File: config.mk
export PLATFORM = sky130hd
export DESIGN_NAME = daw_menu_controller
export DESIGN_NICKNAME = d
export VERILOG_FILES = /design/src/rtl/daw_menu_controller.sv
export SDC_FILE = /design/constraint.sdc
export NUM_CORES = 1
export LEC_CHECK = 0
export ABC_AREA = 1
export CAP_MARGIN = 20
export CORE_AREA = 2 2 114 116
export CTS_CLUSTER_DIAMETER = 80
export DETAILED_ROUTE_END_ITERATION = 12
export DIE_AREA = 0 0 116 118
export PLACE_DENSITY = 0.71
export SETUP_SLACK_MARGIN = 0.4
export SKIP_LAST_GASP = 1
export SLEW_MARGIN = 0
export SYNTH_ARGS = -nofsm -noshare
export SYNTH_HDL_FRONTEND = slang
export SYNTH_SLANG_ARGS = --single-unit
File: constraint.sdc
create_clock -name vga_clk -period 4.3 [get_ports vga_clk]
set_input_delay 0.86 -clock vga_clk [delete_from_list [all_inputs] [get_ports vga_clk]]
set_output_delay 0.86 -clock vga_clk [all_outputs]
set_load 0.01 [all_outputs]
File: src/rtl/daw_menu_controller.sv
// daw_menu_controller: debounces the four push-buttons into single-cycle press
// events and runs the main-screen menu FSM (row highlight and page open/close).
module daw_menu_controller #(
    parameter int DEBOUNCE_CYC = 250000,
    parameter int NUM_ROWS     = 4,
    parameter int WRAP         = 1
) (
    input  logic       vga_clk,
    input  logic       rst,
    input  logic [3:0] KEY,
    input  logic [9:0] SW,
    output logic [1:0] sel_row,
    output logic [2:0] page_id,
    output logic       in_page,
    output logic       open_pulse,
    output logic       close_pulse,
    output logic [3:0] key_evt
);

    localparam int              CW       = $clog2(DEBOUNCE_CYC + 2);
    localparam logic [CW-1:0]   CNT_ZERO = {CW{1'b0}};
    localparam logic [CW-1:0]   CNT_ONE  = CW'(1);
    localparam logic [CW-1:0]   DB_LAST  = CW'(DEBOUNCE_CYC - 1);
    // A key must be seen released for DEBOUNCE_CYC+2 cycles after reset before
    // it is armed; the extra two cycles cover the synchronizer's reset contents.
    localparam logic [CW-1:0]   ARM_LAST = CW'(DEBOUNCE_CYC + 1);
    localparam logic [1:0]      ROW_LAST = 2'(NUM_ROWS - 1);

    typedef enum logic [1:0] {
        ST_MENU  = 2'd0,
        ST_OPEN  = 2'd1,
        ST_PAGE  = 2'd2,
        ST_CLOSE = 2'd3
    } state_t;

    logic [3:0]    sync1_q, sync2_q;
    logic [3:0]    db_q, db_d;
    logic [3:0]    arm_q, arm_d;
    logic [3:0]    evt_q, evt_d;
    logic [CW-1:0] cnt_q [4];
    logic [CW-1:0] cnt_d [4];

    state_t        state_q, state_d;
    logic [1:0]    row_q, row_d;
    logic [2:0]    page_q, page_d;
    logic          in_page_q, in_page_d;
    logic          open_q, open_d;
    logic          close_q, close_d;
    logic [3:0]    evt_use_s;
    logic          unused_sw_s;

    assign unused_sw_s = ^SW[9:1];
    // Navigation lock hides events from the FSM but not from key_evt.
    assign evt_use_s   = SW[0] ? 4'b0000 : evt_q;

    // Debouncer next state: arming after reset, level acceptance, press events.
    always_comb begin
        db_d  = db_q;
        arm_d = arm_q;
        evt_d = 4'b0000;
        for (int i = 0; i < 4; i++) begin
            cnt_d[i] = cnt_q[i];
            if (!arm_q[i]) begin
                if (sync2_q[i]) begin
                    if (cnt_q[i] == ARM_LAST) begin
                        arm_d[i] = 1'b1;
                        cnt_d[i] = CNT_ZERO;
                    end else begin
                        cnt_d[i] = cnt_q[i] + CNT_ONE;
                    end
                end else begin
                    cnt_d[i] = CNT_ZERO;
                end
            end else if (sync2_q[i] == db_q[i]) begin
                cnt_d[i] = CNT_ZERO;
            end else if (cnt_q[i] == DB_LAST) begin
                db_d[i]  = sync2_q[i];
                cnt_d[i] = CNT_ZERO;
                evt_d[i] = ~sync2_q[i];
            end else begin
                cnt_d[i] = cnt_q[i] + CNT_ONE;
            end
        end
    end

    // Input path registers: synchronizer, debounce state and event register.
    always_ff @(posedge vga_clk or posedge rst) begin
        if (rst) begin
            sync1_q <= 4'hF;
            sync2_q <= 4'hF;
            db_q    <= 4'hF;
            arm_q   <= 4'h0;
            evt_q   <= 4'h0;
            for (int i = 0; i < 4; i++) begin
                cnt_q[i] <= CNT_ZERO;
            end
        end else begin
            sync1_q <= KEY;
            sync2_q <= sync1_q;
            db_q    <= db_d;
            arm_q   <= arm_d;
            evt_q   <= evt_d;
            for (int i = 0; i < 4; i++) begin
                cnt_q[i] <= cnt_d[i];
            end
        end
    end

    // Menu FSM next state; outputs are computed here so they register with the state.
    always_comb begin
        state_d   = state_q;
        row_d     = row_q;
        page_d    = page_q;
        in_page_d = in_page_q;
        open_d    = 1'b0;
        close_d   = 1'b0;
        case (state_q)
            ST_MENU: begin
                if (evt_use_s[3]) begin
                    state_d = ST_MENU;
                end else if (evt_use_s[2]) begin
                    state_d   = ST_OPEN;
                    page_d    = {1'b0, row_q} + 3'd1;
                    in_page_d = 1'b1;
                    open_d    = 1'b1;
                end else if (evt_use_s[0] && !evt_use_s[1]) begin
                    if (row_q == ROW_LAST) begin
                        row_d = (WRAP != 0) ? 2'd0 : ROW_LAST;
                    end else begin
                        row_d = row_q + 2'd1;
                    end
                end else if (evt_use_s[1] && !evt_use_s[0]) begin
                    if (row_q == 2'd0) begin
                        row_d = (WRAP != 0) ? ROW_LAST : 2'd0;
                    end else begin
                        row_d = row_q - 2'd1;
                    end
                end else begin
                    row_d = row_q;
                end
            end
            ST_OPEN: begin
                state_d = ST_PAGE;
            end
            ST_PAGE: begin
                if (evt_use_s[3]) begin
                    state_d   = ST_CLOSE;
                    page_d    = 3'd0;
                    in_page_d = 1'b0;
                    close_d   = 1'b1;
                end else begin
                    state_d = ST_PAGE;
                end
            end
            ST_CLOSE: begin
                state_d = ST_MENU;
            end
            default: begin
                state_d   = ST_MENU;
                page_d    = 3'd0;
                in_page_d = 1'b0;
            end
        endcase
    end

    // Menu FSM state and registered outputs.
    always_ff @(posedge vga_clk or posedge rst) begin
        if (rst) begin
            state_q   <= ST_MENU;
            row_q     <= 2'd0;
            page_q    <= 3'd0;
            in_page_q <= 1'b0;
            open_q    <= 1'b0;
            close_q   <= 1'b0;
        end else begin
            state_q   <= state_d;
            row_q     <= row_d;
            page_q    <= page_d;
            in_page_q <= in_page_d;
            open_q    <= open_d;
            close_q   <= close_d;
        end
    end

    assign sel_row     = row_q;
    assign page_id     = page_q;
    assign in_page     = in_page_q;
    assign open_pulse  = open_q;
    assign close_pulse = close_q;
    assign key_evt     = evt_q;

endmodule
Word-level counts from Yosys, hierarchy flattened
Cells that the tools add are included.
{ "totals": {"ff_bits": 102, "latch_bits": 0, "ramBits": 0, "mem_bits_ro": 0, "in_bits": 16, "wordCells": 135, "mem_count": 0} }
{ "classes": {"addsub": 7, "multipliers": 0, "n_div": 0, "order_cmp": 0, "n_eq_ne": 20, "n_shift": 0, "muxes": 66, "bitwise_logic": 10, "n_reduce_logical": 14} }
{ "op_table": {"columns": ["op", "n"], "rows": [
  ["18-bit two-way mux", 20],
  ["18-bit equality test, second input constant", 8],
  ["18-bit by 1-bit adder with 18-bit output, second input constant", 4],
  ["1-bit two-way mux", 33],
  ["2-bit two-way mux", 6],
  ["3-bit AND reduction", 4],
  ["1-bit inverter", 10],
  ["3-bit two-way mux", 3],
  ["2-bit one-hot mux with 4 select lines", 1],
  ["4-bit AND reduction", 2],
  ["2-bit equality test, second input constant", 3],
  ["2-bit inequality test, second input constant", 3],
  ["3-bit one-hot mux with 2 select lines", 1],
  ["1-bit equality test", 4],
  ["2-bit logical NOT", 2],
  ["4-bit two-way mux", 1],
  ["2-bit nonzero test", 2],
  ["2-bit by 1-bit adder with 3-bit output, second input constant", 1],
  ["3-bit inequality test, second input constant", 1],
  ["2-bit by 1-bit adder with 2-bit output, second input constant", 1],
  ["2-bit by 1-bit equality test with 1-bit output, second input constant", 1],
  ["1-bit logical AND", 2],
  ["1-bit logical NOT", 2],
  ["1-bit one-hot mux with 2 select lines", 1],
  ["2-bit by 1-bit subtractor with 2-bit output, second input constant", 1]
]} }

Depth between registers and ports, before layout
{ "depth": {"depth_word": 5, "mapped_depth": 10, "ltp_nobuf": 9} }

Worst setup path before layout
Ideal clock, no wire load.
{ "synth_timing": {"kind": "in2reg", "from": "in SW[0]", "to": "reg row_q[1], in the netlist sel_row[1]", "setup_ns": 0.127, "arrival_time_ns": 1.573, "path_slack_ns": 2.600, "cell_stages": 6, "path_cell_list": "inv_1 > nand2_1 > ha_1 > or2_2 > nand3_1 > o21ai_0"} }
{ "synth_between": {"elab_chain_cells": 5, "elab_cells_between_ends": 10} }
{ "synth_lines": {"columns": ["item", "line_no", "text"], "rows": [
  ["start, declared", "11", "input logic [9:0] SW,"],
  ["4-bit two-way mux (*)", "54", "assign evt_use_s = SW[0] ? 4'b0000 : evt_q;"],
  ["1-bit logical NOT, on equally long branches", "126, 132", null],
  ["1-bit logical AND, on equally long branches", "126, 132", null],
  ["2-bit nonzero test (no line)", null, null],
  ["4-bit AND reduction (no line)", null, null],
  ["end signal, assigned", "177", "row_q <= row_d;"],
  ["end, declared", "44", "logic [1:0] row_q, row_d;"]
]} }
Every way passes the cells marked *; elsewhere a longest branch is shown, timed or not.
A chain may end at the register's enable or synchronous reset.

Worst setup path after layout
{ "layout_timing": {"from": "reg row_q[0], in the netlist sel_row[0]", "to": "out sel_row[0]"} }
{ "layout_lines": {"columns": ["item", "line_no", "text"], "rows": [
  ["end, declared", "12", "output logic [1:0] sel_row,"]
]} }
No word-level cell between the ends.

==> out/qor.yml <==
routing:
  wirelength_um: 10610
  drc: 0
  detail_route.wl_per_cell_um: 11.89
  drt-pass1-iter-count: 4
  drt_iter0_drc: 216
  vias: 4310
  antenna_left: 0
  via_per_inst: 4.832
logic_synthesis:
  yosysUniqueCellTypes: 32
  yosys_warnings: 0
  ys_seq_area_share_pct: 47.05
  ys_ff_latch: 102
  synth_nets: 717
  synthFlopType: "dfrtp_1"
  synthTopCellsByArea: "dfrtp_1 (41%), nand2_1 (11%), nor2_1 (10%), dfstp_2 (5.8%), inv_1 (5.0%)"
  syn_inst: 688
  async_reset_ff_share_pct: 100.0
  avgSynthCellArea_um2: 7.931
  synth_top_area_share_pct: 41.27
  yosysMostFrequentCell: "nand2_1"
  synth_commonest_cells: "nand2_1 (163), nor2_1 (149), dfrtp_1 (90)"
  yosys.area.top_type: "dfrtp_1"
  synth_area_mm2: 0.005456
  synth_enable_flop_cells: 0
sta:
  fin_crit_sh_pct: 51.86
  tightest_slew_ps: 714.4
  fmax_mhz: 448.5
  fin_setup_tns_ps: 0
  worst_slew_margin_rel_pct: 52.38
  hold_viol: 0
  fin_ws_ps: 2070
  setup_violations: 0
  layout_min_cycle_time_ps: 2230
  finalMaxSlewViolations: 0
  rsz0062_at_grt: "false"
  finalClockSkew_ps: 4.720
finish:
  drive_above_1_share_pct: 9.583
  fin_nets: 744
  syn_to_final_growth_pct: 13.32
  nFillCells: 1205
  antenna_cells: 0
  final_area_mm2: 0.006183
setup_path:
  critPathSlowestCell: "clkdlybuf4s50_1"
  reg2reg_to: "cnt_q[36]"
  crit_chain: "clkdlybuf4s50_1"
  critPathMaxFanout: 5
  critPathCaptureType: "output port"
  r2r_start: "cnt_q[36]"
  cp_data_required_time_ps: 3440
  path_buf_inv: 1
  reg2regPathDepth: 8
  crit_type: "flop to output port"
  start_kind: "flop"
  max_stage_delay_ps: 590
  rrSetupSlack_ps: 2530
  crit_family: "buffers and inverters"
  cp_data_arrival_time_ps: 1370
global_routing:
  grtUsageTotal_pct: 16.92
  gr-total-overflow: 0
  antenna_found_initial: 0
  grt_pass1_wl_um: 18640
  first_global_vias: 4300
  grt_max_degree: 62
power:
  ir_drop_mv: 0.2357
  p_leak_uw: 0.002624
  p_per_area_mw_per_mm2: 328.1
floorplan:
  die_w_um: 116
  rows: 41
  dieHeight_um: 118
  start_util_pct: 43.95
  dieArea_mm2: 0.01369
  top_level_ports: 28
  core_area_mm2: 0.01241
status:
  status: "complete, no violations"
placed_design:
  routabilityCongestion: 0.8791
  dp_hpwl_um: 7703
  portBuffers: 18
  dp_slack_ps: 1997
  placed_area_mm2: 0.005821
clock_tree:
  post_cts_buffers: 0
  postCtsHoldBufs: 0
  clockBufferDepth: 2
  htree_num_levels: 3
  cts.sinks: 102
  root_buffer: "clkbuf_16"
  clk_pin_slew_ps: 70
  clkLatencyLatePin_ps: 350
  cts_inserted_buffers: 9
  cts_tree: "done"
  cts_resized: 0
run:
  maxCapViolations: 0
min_path:
  min_to: "sync2_q[1]"
  hold-path-cell-count: 0
  hp-class: "flop to flop"
  min-delay-start: "sync1_q[1]"
-- kinds of logic after synthesis --
family	count (synthesis)	synth area share, %
compound gates	34	3.554
xor+xnor	43	6.902
fa+ha+maj	13	2.981
buf+inv	82	6.306
flops	102	47.05
simple gates	414	33.20
-- metal layers --
layer  GRT usage [%]  routed length [um]  up-vias
met4           6.027                 216        0
met5               0                   0        -
met3           4.737                 315       17
met2           27.81                5283       60
met1           21.18                4792     2025
li1                -                   -     2208
-- cells in the final DEF (no fill, tap or decap), drive strengths merged, types with 2 or more instances in the layout --
cell,instances
nand2,168
xor2,31
nor3b,2
clkbuf,10
nand4,18
xnor2,12
dfstp,12
a21oi,5
clkdlybuf4s50,18
o21bai,7
dfrtp,90
ha,13
buf,2
o21ai,21
clkinv,2
inv,78
bufinv,4
nor2,169
nand3,41
nor3,13
-- through the flow --
step	hold WS [ps]	total power [uW]	util, %	std cells
finish	355.7	2029	49.81	892
global route	364.3	2107	49.81	892
global placement	346.7	1069	46.89	876
CTS	357.5	2062	49.81	892
detailed placement	347.8	1072	46.89	876
floorplan	345.2	1052	-	688
-- where the power goes --
group | leakage [uW] | switching, uW | internal (uW)
sequential | 0.00136 | 12.5 | 974
clock | 0.000177 | 350 | 628
combinational | 0.00108 | 45.8 | 19.2
-- cell type report --
| class | instances | area [um2] | share of cell area [%] |
|---|---|---|---|
| Inverter | 78 | 297.8 | 4.816 |
| Sequential cell | 102 | 2567 | 41.52 |
| Tap cell | 172 | 215.2 | 3.480 |
| Multi-Input combinational cell | 504 | 2545 | 41.16 |
| Clock buffer | 10 | 229.0 | 3.703 |
| Timing Repair Buffer | 20 | 195.2 | 3.157 |
| Clock inverter | 6 | 133.9 | 2.165 |
-- worst max-delay path by stage --
stage / to / depth (start not counted) / slack [ps] / startpoint
6_report: sel_row[0] / 1 / 2070 / sel_row[0]
3_5_place_dp: sync2_q[1] / 3 / 2000 / rst
4_1_cts: sel_row[0] / 1 / 2030 / sel_row[0]
2_1_floorplan: arm_q[0] / 1 / 780 / rst
5_1_grt: sel_row[0] / 1 / 2010 / sel_row[0]
3_3_place_gp: sync1_q[1] / 3 / 2010 / rst
-- state kept, by name, summed over array words and instances, names as in the netlist --
register     cells
key_evt          4
arm_q            4
sel_row          2
cnt_q           72
in_page          1
sync1_q          4
open_pulse       1
page_id          3
db_q             4
sync2_q          4
close_pulse      1
state_q          2
Power figures use the tool's default switching activity.
